--- config.mk ---
export PLATFORM = sky130hd
export DESIGN_NAME = picture_ycbcr_window_bin
export DESIGN_NICKNAME = d
export VERILOG_FILES = /design/src/rtl/picture_ycbcr_window_bin_pkg.sv /design/src/rtl/picture_ycbcr_window_bin_rgb2ycbcr.sv /design/src/rtl/picture_ycbcr_window_bin.sv
export SDC_FILE = /design/constraint.sdc
export NUM_CORES = 1
export LEC_CHECK = 0
export CAP_MARGIN = 20
export CORE_MARGIN = 4
export CORE_UTILIZATION = 62
export DETAILED_ROUTE_END_ITERATION = 7
export PLACE_DENSITY_LB_ADDON = 0.25
export SLEW_MARGIN = 10
export SYNTH_ARGS = -nofsm -noshare
export SYNTH_HDL_FRONTEND = slang
export SYNTH_SLANG_ARGS = --single-unit
--- constraint.sdc ---
create_clock -name clk -period 5.6 [get_ports clk]
set_input_delay 1.68 -clock clk [delete_from_list [all_inputs] [get_ports clk]]
set_output_delay 1.68 -clock clk [all_outputs]
set_load 0.01 [all_outputs]
--- src/rtl/picture_ycbcr_window_bin_pkg.sv ---
// picture_ycbcr_window_bin_pkg: channel encodings, BT.601 Q8 coefficients and clamp helper.
package picture_ycbcr_window_bin_pkg;
    typedef enum logic [1:0] {CH_Y = 2'd0, CH_CB = 2'd1, CH_CR = 2'd2, CH_Y_ALT = 2'd3} ch_e;
    // Rows: Y, Cb, Cr; columns: R, G, B; Q8 fixed point.
    localparam int COEF [3][3] = '{'{77, 150, 29}, '{-43, -85, 128}, '{128, -107, -21}};
    localparam int FRAC = 8;
    function automatic int clamp_u(input int v, input int max_v);
        return (v < 0) ? 0 : ((v > max_v) ? max_v : v);
    endfunction
endpackage

--- src/rtl/picture_ycbcr_window_bin_rgb2ycbcr.sv ---
// picture_ycbcr_window_bin_rgb2ycbcr: 3-clk RGB to YCbCr444 converter with matching sync delay.
module picture_ycbcr_window_bin_rgb2ycbcr
    import picture_ycbcr_window_bin_pkg::*;
#(
    parameter int DATA_W = 8
) (
    input  logic              clk,
    input  logic              rst,
    input  logic [2:0]        sync,
    input  logic [DATA_W-1:0] red,
    input  logic [DATA_W-1:0] green,
    input  logic [DATA_W-1:0] blue,
    output logic [2:0]        sync_dly,
    output logic [DATA_W-1:0] y,
    output logic [DATA_W-1:0] cb,
    output logic [DATA_W-1:0] cr
);
    localparam int SW = DATA_W + 10;
    localparam int OFS = 1 << (DATA_W - 1);
    localparam int MAX_V = (1 << DATA_W) - 1;

    logic [DATA_W-1:0]    px [3];
    logic signed [SW-1:0] prod [3][3];
    logic signed [SW-1:0] sum [3];
    logic [DATA_W-1:0]    ycc [3];
    logic [2:0]           sync_pipe [3];

    assign px = '{red, green, blue};

    // Arithmetic shift floors negative sums; chroma rows get the mid-scale offset.
    always_ff @(posedge clk) begin
        if (rst) begin
            for (int i = 0; i < 3; i++) begin
                sum[i] <= '0;
                ycc[i] <= '0;
                sync_pipe[i] <= '0;
                for (int j = 0; j < 3; j++) prod[i][j] <= '0;
            end
        end else begin
            for (int i = 0; i < 3; i++) begin
                for (int j = 0; j < 3; j++) prod[i][j] <= $signed({10'b0, px[j]}) * SW'(COEF[i][j]);
                sum[i] <= prod[i][0] + prod[i][1] + prod[i][2];
                ycc[i] <= DATA_W'(clamp_u(int'(sum[i] >>> FRAC) + ((i == 0) ? 0 : OFS), MAX_V));
            end
            sync_pipe <= '{sync, sync_pipe[0], sync_pipe[1]};
        end
    end

    assign y = ycc[0];
    assign cb = ycc[1];
    assign cr = ycc[2];
    assign sync_dly = sync_pipe[2];
endmodule

--- src/rtl/picture_ycbcr_window_bin.sv ---
// picture_ycbcr_window_bin: RGB->YCbCr, frame-synchronised band threshold on a selected channel,
// 1-bit mask output and per-frame foreground pixel count.
module picture_ycbcr_window_bin
    import picture_ycbcr_window_bin_pkg::*;
#(
    parameter int         DATA_W   = 8,
    parameter int         CNT_W    = 20,
    parameter logic [1:0] DEF_CH   = 2'd1,
    parameter int         DEF_LOW  = 0,
    parameter int         DEF_HIGH = 150
) (
    input  logic              clk,
    input  logic              rst,
    input  logic              per_frame_vsync,
    input  logic              per_frame_href,
    input  logic              per_frame_clken,
    input  logic [DATA_W-1:0] per_img_red,
    input  logic [DATA_W-1:0] per_img_green,
    input  logic [DATA_W-1:0] per_img_blue,
    input  logic              cfg_valid,
    input  logic [1:0]        cfg_ch_sel,
    input  logic [DATA_W-1:0] cfg_th_low,
    input  logic [DATA_W-1:0] cfg_th_high,
    input  logic              cfg_invert,
    output logic              post_frame_vsync,
    output logic              post_frame_href,
    output logic              post_frame_clken,
    output logic              post_img_Bit,
    output logic [DATA_W-1:0] post_img_sel,
    output logic [CNT_W-1:0]  frame_fg_count,
    output logic              frame_fg_valid
);
    localparam int CW = 2 + 2 * DATA_W + 1;
    localparam logic [CW-1:0] CFG_DEF = {DEF_CH, DATA_W'(DEF_LOW), DATA_W'(DEF_HIGH), 1'b0};

    logic [CW-1:0]     pend, act, cfg_new;
    logic [CW-1:0]     cfg_pipe [3];
    logic              vs_prev, vs_rise;
    logic [2:0]        sync_dly;
    logic [DATA_W-1:0] y, cb, cr, sel, lo, hi;
    ch_e               ch;
    logic              inv, in_band, mask;
    logic [CNT_W-1:0]  acc;
    logic              seen, post_vs_prev, post_rise, fg_hit;

    picture_ycbcr_window_bin_rgb2ycbcr #(.DATA_W(DATA_W)) u_conv (
        .clk      (clk),
        .rst      (rst),
        .sync     ({per_frame_vsync, per_frame_href, per_frame_clken}),
        .red      (per_img_red),
        .green    (per_img_green),
        .blue     (per_img_blue),
        .sync_dly (sync_dly),
        .y        (y),
        .cb       (cb),
        .cr       (cr)
    );

    assign cfg_new = {cfg_ch_sel, cfg_th_low, cfg_th_high, cfg_invert};
    assign vs_rise = per_frame_vsync & ~vs_prev;

    // The config in force is captured alongside each pixel so a frame never sees a mid-frame change.
    always_ff @(posedge clk) begin
        if (rst) begin
            pend <= CFG_DEF;
            act <= CFG_DEF;
            vs_prev <= 1'b0;
            cfg_pipe <= '{'0, '0, '0};
        end else begin
            vs_prev <= per_frame_vsync;
            if (cfg_valid) pend <= cfg_new;
            if (vs_rise) act <= cfg_valid ? cfg_new : pend;
            cfg_pipe <= '{act, cfg_pipe[0], cfg_pipe[1]};
        end
    end

    assign ch = ch_e'(cfg_pipe[2][CW-1 -: 2]);
    assign lo = cfg_pipe[2][2*DATA_W -: DATA_W];
    assign hi = cfg_pipe[2][DATA_W -: DATA_W];
    assign inv = cfg_pipe[2][0];
    assign sel = (ch == CH_CB) ? cb : (ch == CH_CR) ? cr : y;
    assign in_band = (lo <= hi) ? (sel >= lo && sel <= hi) : (sel >= lo || sel <= hi);
    assign mask = in_band ^ inv;

    always_ff @(posedge clk) begin
        if (rst) begin
            {post_frame_vsync, post_frame_href, post_frame_clken} <= 3'b000;
            post_img_Bit <= 1'b0;
            post_img_sel <= '0;
        end else begin
            {post_frame_vsync, post_frame_href, post_frame_clken} <= sync_dly;
            if (sync_dly[1] & sync_dly[0]) begin
                post_img_Bit <= mask;
                post_img_sel <= sel;
            end
        end
    end

    assign fg_hit = post_frame_href & post_frame_clken & post_img_Bit;
    assign post_rise = post_frame_vsync & ~post_vs_prev;

    // The first frame after reset is partial, so it only arms the counter.
    always_ff @(posedge clk) begin
        if (rst) begin
            acc <= '0;
            seen <= 1'b0;
            post_vs_prev <= 1'b0;
            frame_fg_count <= '0;
            frame_fg_valid <= 1'b0;
        end else begin
            post_vs_prev <= post_frame_vsync;
            frame_fg_valid <= post_rise & seen;
            if (post_rise) begin
                if (seen) frame_fg_count <= acc;
                acc <= CNT_W'(fg_hit);
                seen <= 1'b1;
            end else if (fg_hit && !(&acc)) begin
                acc <= acc + CNT_W'(1);
            end
        end
    end
endmodule
Yosys cells after proc, flatten, opt, wreduce, memory -nomap -nowiden. Memory sizes are Yosys's and may differ from the RTL's. Cells that the tools add are included.

Add/subtract/negate cells: 9. $mul: 7. Magnitude comparators: 9. Eq/ne operators: 2. Muxes and demuxes: 30. Bitwise operators: 24. Reduce and logical (&&, ||, !) cells: 8.

Operator list (number): 18-bit two-way mux (12); 18-bit adder (6); 8-bit two-way mux (11); 9-bit by 8-bit multiplier with 17-bit output (second input constant) (2); 8-bit by 7-bit multiplier with 15-bit output (second input constant) (2); 10-bit by 9-bit adder with 11-bit output (second input constant) (2); 11-bit by 9-bit greater-than comparator with 1-bit output (second input constant) (2); 11-bit by 1-bit less-than comparator with 1-bit output (second input constant) (2); 20-bit by 1-bit adder with 20-bit output (second input constant) (1); 20-bit AND reduction (1); 19-bit two-way mux (1); 8-bit less-or-equal comparator (2); 9-bit by 7-bit multiplier with 16-bit output (second input constant) (1); 9-bit by 6-bit multiplier with 15-bit output (second input constant) (1); 1-bit bitwise OR (15); 8-bit by 5-bit multiplier with 13-bit output (second input constant) (1); 10-bit by 9-bit greater-than comparator with 1-bit output (second input constant) (1); 10-bit by 1-bit less-than comparator with 1-bit output (second input constant) (1); 8-bit >= comparator (1); 1-bit bitwise AND (6); 1-bit two-way mux (6); 2-bit by 1-bit == test with 1-bit output (second input constant) (1); 2-bit == test (second input constant) (1); 1-bit logical AND (2); other kinds (7) (8).

Register bits after elaboration: 160. RAM bits: 240. Output and inout bits: 33. Logic and storage cells: 112. Memories: 3.

Memories: u_conv.prod (words 3, bits a word 54, read ports 3, clocked after Yosys merged registers in 0, wr ports 3, line picture_ycbcr_window_bin_rgb2ycbcr.sv:23) `logic signed [SW-1:0] prod [3][3];`; u_conv.sum (words 3, bits a word 18, read ports 3, clocked after Yosys merged registers in 0, wr ports 3, line picture_ycbcr_window_bin_rgb2ycbcr.sv:24) `logic signed [SW-1:0] sum [3];`; u_conv.ycc (words 3, bits a word 8, read ports 3, clocked after Yosys merged registers in 0, wr ports 3, line picture_ycbcr_window_bin_rgb2ycbcr.sv:25) `logic [DATA_W-1:0] ycc [3];`.

Logic depth before layout (Yosys ltp).
Depth in word-level cells: 7. Depth in mapped cells: 16.

Modules after synthesis. From an unflattened synthesis, not the netlist that was laid out.

Cells, all modules: 2023. Area total of the unflattened synthesis: 19762.7 µm².

By module, submodules not included: picture_ycbcr_window_bin_rgb2ycbcr (instances 1, cells an instance 1407, area each 13933.4 µm², sequential area each 3483.3 µm²); picture_ycbcr_window_bin (instances 1, cells an instance 616, area each 5829.3 µm², sequential area each 3022.9 µm²).

Least setup slack after synthesis. OpenSTA, ideal clock, no wires.

Path type: input to register. Start: input per_img_blue[2]. End: memory u_conv.prod[0][125] in the netlist's numbering. Data arrival time: 5.036 ns. Data required time: 5.472 ns. Path slack: 0.436 ns. Stages: 14. Buffers on the path: 0. Path through: inv_1 ha_1 inv_1 ha_1 fa_1 fa_1 fa_1 a21oi_1 o21ai_0 a2111oi_0 nor3_1 a31oi_1 xnor2_1 nor2_1.

RTL lines: from (decl) (line picture_ycbcr_window_bin.sv:19) `input logic [DATA_W-1:0] per_img_blue,`; to (decl) (line picture_ycbcr_window_bin_rgb2ycbcr.sv:23).

==> impl_metrics.csv <==
group,metric,value,unit
logic_synthesis,synth_top_cell_by_area,"dfxtp_1",
cells_and_area,stdcell_count,2573,
clocking,tritoncts,"built",
timing,fin_tns_setup,0,ps
cells_and_area,fin_nets,2645,
grt,grt_pass1_wl,69210,um
timing,maxSlewViolCount,0,
clocking,clk_pin_slew,60,ps
timing,fmax,0.1840,GHz
floorplan,die_y,184.7,um
setup_path,crit_type,"primary input to flop",
timing,finalSetupViolations,0,
setup_path,cp_slowest_cell,"fa_1",
logic_synthesis,synth_cells,1983,
cells_and_area,layout-drive-gt1-share,0.08046,
place,place_inst,2508,
setup_path,crit_buf_inv,4,
timing,slew_headroom,0.3010,
route,first_pass_iters,7,
logic_synthesis,synth.most_common_cell,"ha_1",
cells_and_area,area_growth,16.20,%
clocking,cts_max_level,2,
clocking,clock_latency,510,ps
clocking,hold_buffers,0,
grt,grt_pass1_vias,14286,
run,drv_cap,0,
grt,grt-ovfl-total,0,
route,antenna_left,0,
timing,worstMarginPinSlew,1044,ps
cells_and_area,final_util,0.7336,
logic_synthesis,async_flop_share,0,
place,io_buffers,81,
min_path,hold_start,"cfg_pipe[40]",
logic_synthesis,synth.top_cell.area_share,0.3350,
setup_path,crit_path_start_kind,"primary input",
min_path,min_to,"cfg_pipe[21]",
grt,antenna_found_initial,1,
logic_synthesis,synth_area,19360,um2
logic_synthesis,synth_common_cells,"ha_1, dfxtp_1, nor2_1, inv_1, nor2b_1",
setup_path,rr_endpoint,"post_img_Bit",
route,wl_per_cell,16.39,um
grt,grt_start_max_net_pins,157,
min_path,whs_path_depth,1,
timing,finalHoldViolations,0,
logic_synthesis,ys_ff_latch,324,
setup_path,cp_top_family,"adder cells",
min_path,hold_class,"flop to flop",
floorplan,rows,64,
setup_path,r2r_slack,2010,ps
setup_path,crit_cells,16,
setup_path,required,6040,ps
route,wirelength,42180,um
clocking,post_cts_buffers,0,
setup_path,path_max_fanout,4,
clocking,cts_buffers,35,
timing,rsz0062_at_grt,"false",
run_status,status,"complete, no violations",
setup_path,critPathCaptureType,"flop",
setup_path,slowest_delay,540,ps
floorplan,core-area,30670,um2
setup_path,crit_top_cell,"ha_1",
clocking,cts_sinks,324,
place,gp_congestion,0.8736,
timing,fin_crit_sh,0.9703,
logic_synthesis,synth_area_leaders,"dfxtp_1, ha_1, fa_1",
setup_path,worst-endpoint-arrival,5870,ps
logic_synthesis,synthFlopType,"dfxtp_1",
timing,holdWs,429.5,ps
power_and_ir_drop,p_per_area,403.0,nW/um2
route,drt-initial-drc-count,724,
power_and_ir_drop,leakage,10.60,nW
clocking,cts_buffer_depth,3,
floorplan,io_pins,82,
setup_path,worst_r2r_startpoint,"cfg_pipe[18]",
floorplan,die_w,184.7,um
setup_path,r2r_cells,10,
power_and_ir_drop,power.total,0.009067,W
clocking,cts_root_buf,"clkbuf_16",
floorplan,initial_core_util,0.6314,
logic_synthesis,ys_seq_area_frac,0.3350,
floorplan,fp.dieArea,34120,um2
power_and_ir_drop,vdd_drop_max,0.0002569,V
route,avgViaCountPerCell,5.426,
logic_synthesis,synth_edf_count,0,
timing,clock_skew,17.30,ps
setup_path,worstPathCellList,"clkdlybuf4s50_1 -> buf_4 -> ha_1 -> ha_1 -> ha_1 -> inv_1 -> fa_1 -> inv_1 -> ha_1 -> fa_1 -> a21oi_1 -> o21bai_1 -> a2111oi_2 -> nor4_1 -> a2111oi_0 -> o41a_1",
timing,period_minus_slack,5434,ps
logic_synthesis,synth_cell_type_count,58,
place,dp_hpwl,32510,um
grt,grt_usage,0.2498,
logic_synthesis,avgSynthCellArea,9.765,um2
logic_synthesis,synth_fp_nets,2478,
route,vias,13960,
route,drc,0,
logic_synthesis,yosys_warnings,0,
==> power by group <==
part	internal, W	total (W)	switching (W)
sequential	0.00270	0.00292	0.000221
combinational	0.00168	0.00369	0.00200
clock	0.00154	0.00246	0.000924
total	0.00592	0.00907	0.00315
==> through the flow <==
stage          setup WS [ps]  area, um2
2_1_floorplan          436.1      19360
3_3_place_gp          -173.4      21230
3_5_place_dp          -318.2      21230
4_1_cts                208.9      22480
5_1_grt                13.58      22500
6_report               166.2      22500
==> placed cells by master, fill, tap and decap left out, types with 6 or more instances in the layout <==
cell type	n
and3_1	7
a211oi_1	31
bufinv_16	6
o211ai_1	8
a31oi_1	6
a21o_1	29
nand4_1	11
o21ai_0	52
xor2_1	41
or2_2	6
ha_1	349
mux2i_1	25
nor2b_1	110
and2_1	6
fa_1	97
o21bai_1	12
clkbuf_8	9
a21oi_1	107
or3_1	9
clkbuf_16	35
clkinv_2	6
nor3_1	27
nand2_1	101
nand3_1	17
xnor2_1	53
clkdlybuf4s50_1	80
nand2b_1	10
inv_1	189
buf_4	95
nor2_1	221
o21a_1	24
a21boi_0	6
dfxtp_1	324
==> worst register-to-register path: cells and delay by family, from the launching register on <==
family / cells / cell delay, ps
muxes: 1 / 410
xor gates and xnor gates: 1 / 140
adders and majority gates: 2 / 710
and+or+nand+nor: 1 / 130
AOI/OAI and AO/OA: 5 / 1320
DFF: 1 / 790
==> state kept, by name (all words and copies together), names as in the netlist, 3 cells and up <==
signal,flops
u_conv.ycc,24
acc,20
pend,19
frame_fg_count,20
u_conv.sync_pipe,5
u_conv.sum,29
post_img_sel,8
act,19
u_conv.sync_dly,3
u_conv.prod,112
cfg_pipe,57
==> cells by family (layout without fill, tap and decap cells) <==
kind of cell / Yosys count / count (layout) / share of synthesized area
buffers and inverters: 237 / 429 / 0.04601
AO/OA/AOI/OAI: 312 / 312 / 0.1033
adder cells (fa/ha/maj): 447 / 447 / 0.3263
multiplexers: 28 / 28 / 0.01467
AND/OR/NAND/NOR: 541 / 541 / 0.1323
flip-flops: 324 / 324 / 0.3350
other: 0 / 2 / 0
XOR/XNOR: 94 / 94 / 0.04252
==> repair_timing <==
action                                  in CTS  in global routing
endpoints found under the setup margin       0                  1
endpoints found under the hold margin        0                  0
gates resized for setup                      0                  1
==> how the worst max path moves through the flow <==
stage / start / slack [ps] / endpoint
2_1_floorplan: per_img_blue[2] / 440 / u_conv.prod[0][125]
3_3_place_gp: per_img_green[2] / -170 / u_conv.prod[0][86]
3_5_place_dp: per_img_green[3] / -320 / u_conv.prod[0][86]
4_1_cts: per_img_green[3] / 210 / u_conv.prod[0][86]
5_1_grt: per_img_green[3] / 10 / u_conv.prod[0][84]
6_report: per_img_green[3] / 170 / u_conv.prod[0][86]
==> routing by layer <==
metal  track usage  routed length (um)  vias up
met5             0                   0        -
met4       0.06430                 944        0
met3       0.04184                2328       64
met2        0.4159               19520      294
met1        0.3416               19380     6590
li1              -                   -     7012
==> final cells by class <==
cell class / count / area (um2)
Fill cell: 2181 / 8169
Clock inverter: 16 / 255.2
Tap cell: 396 / 495.5
Clock buffer: 46 / 997.2
Inverter: 189 / 709.4
Sequential cell: 324 / 6486
Multi-Input combinational cell: 1422 / 11990
Antenna cell: 2 / 5.005
Timing Repair Buffer: 178 / 1563
Note: power is estimated with default switching activity, not from simulation.
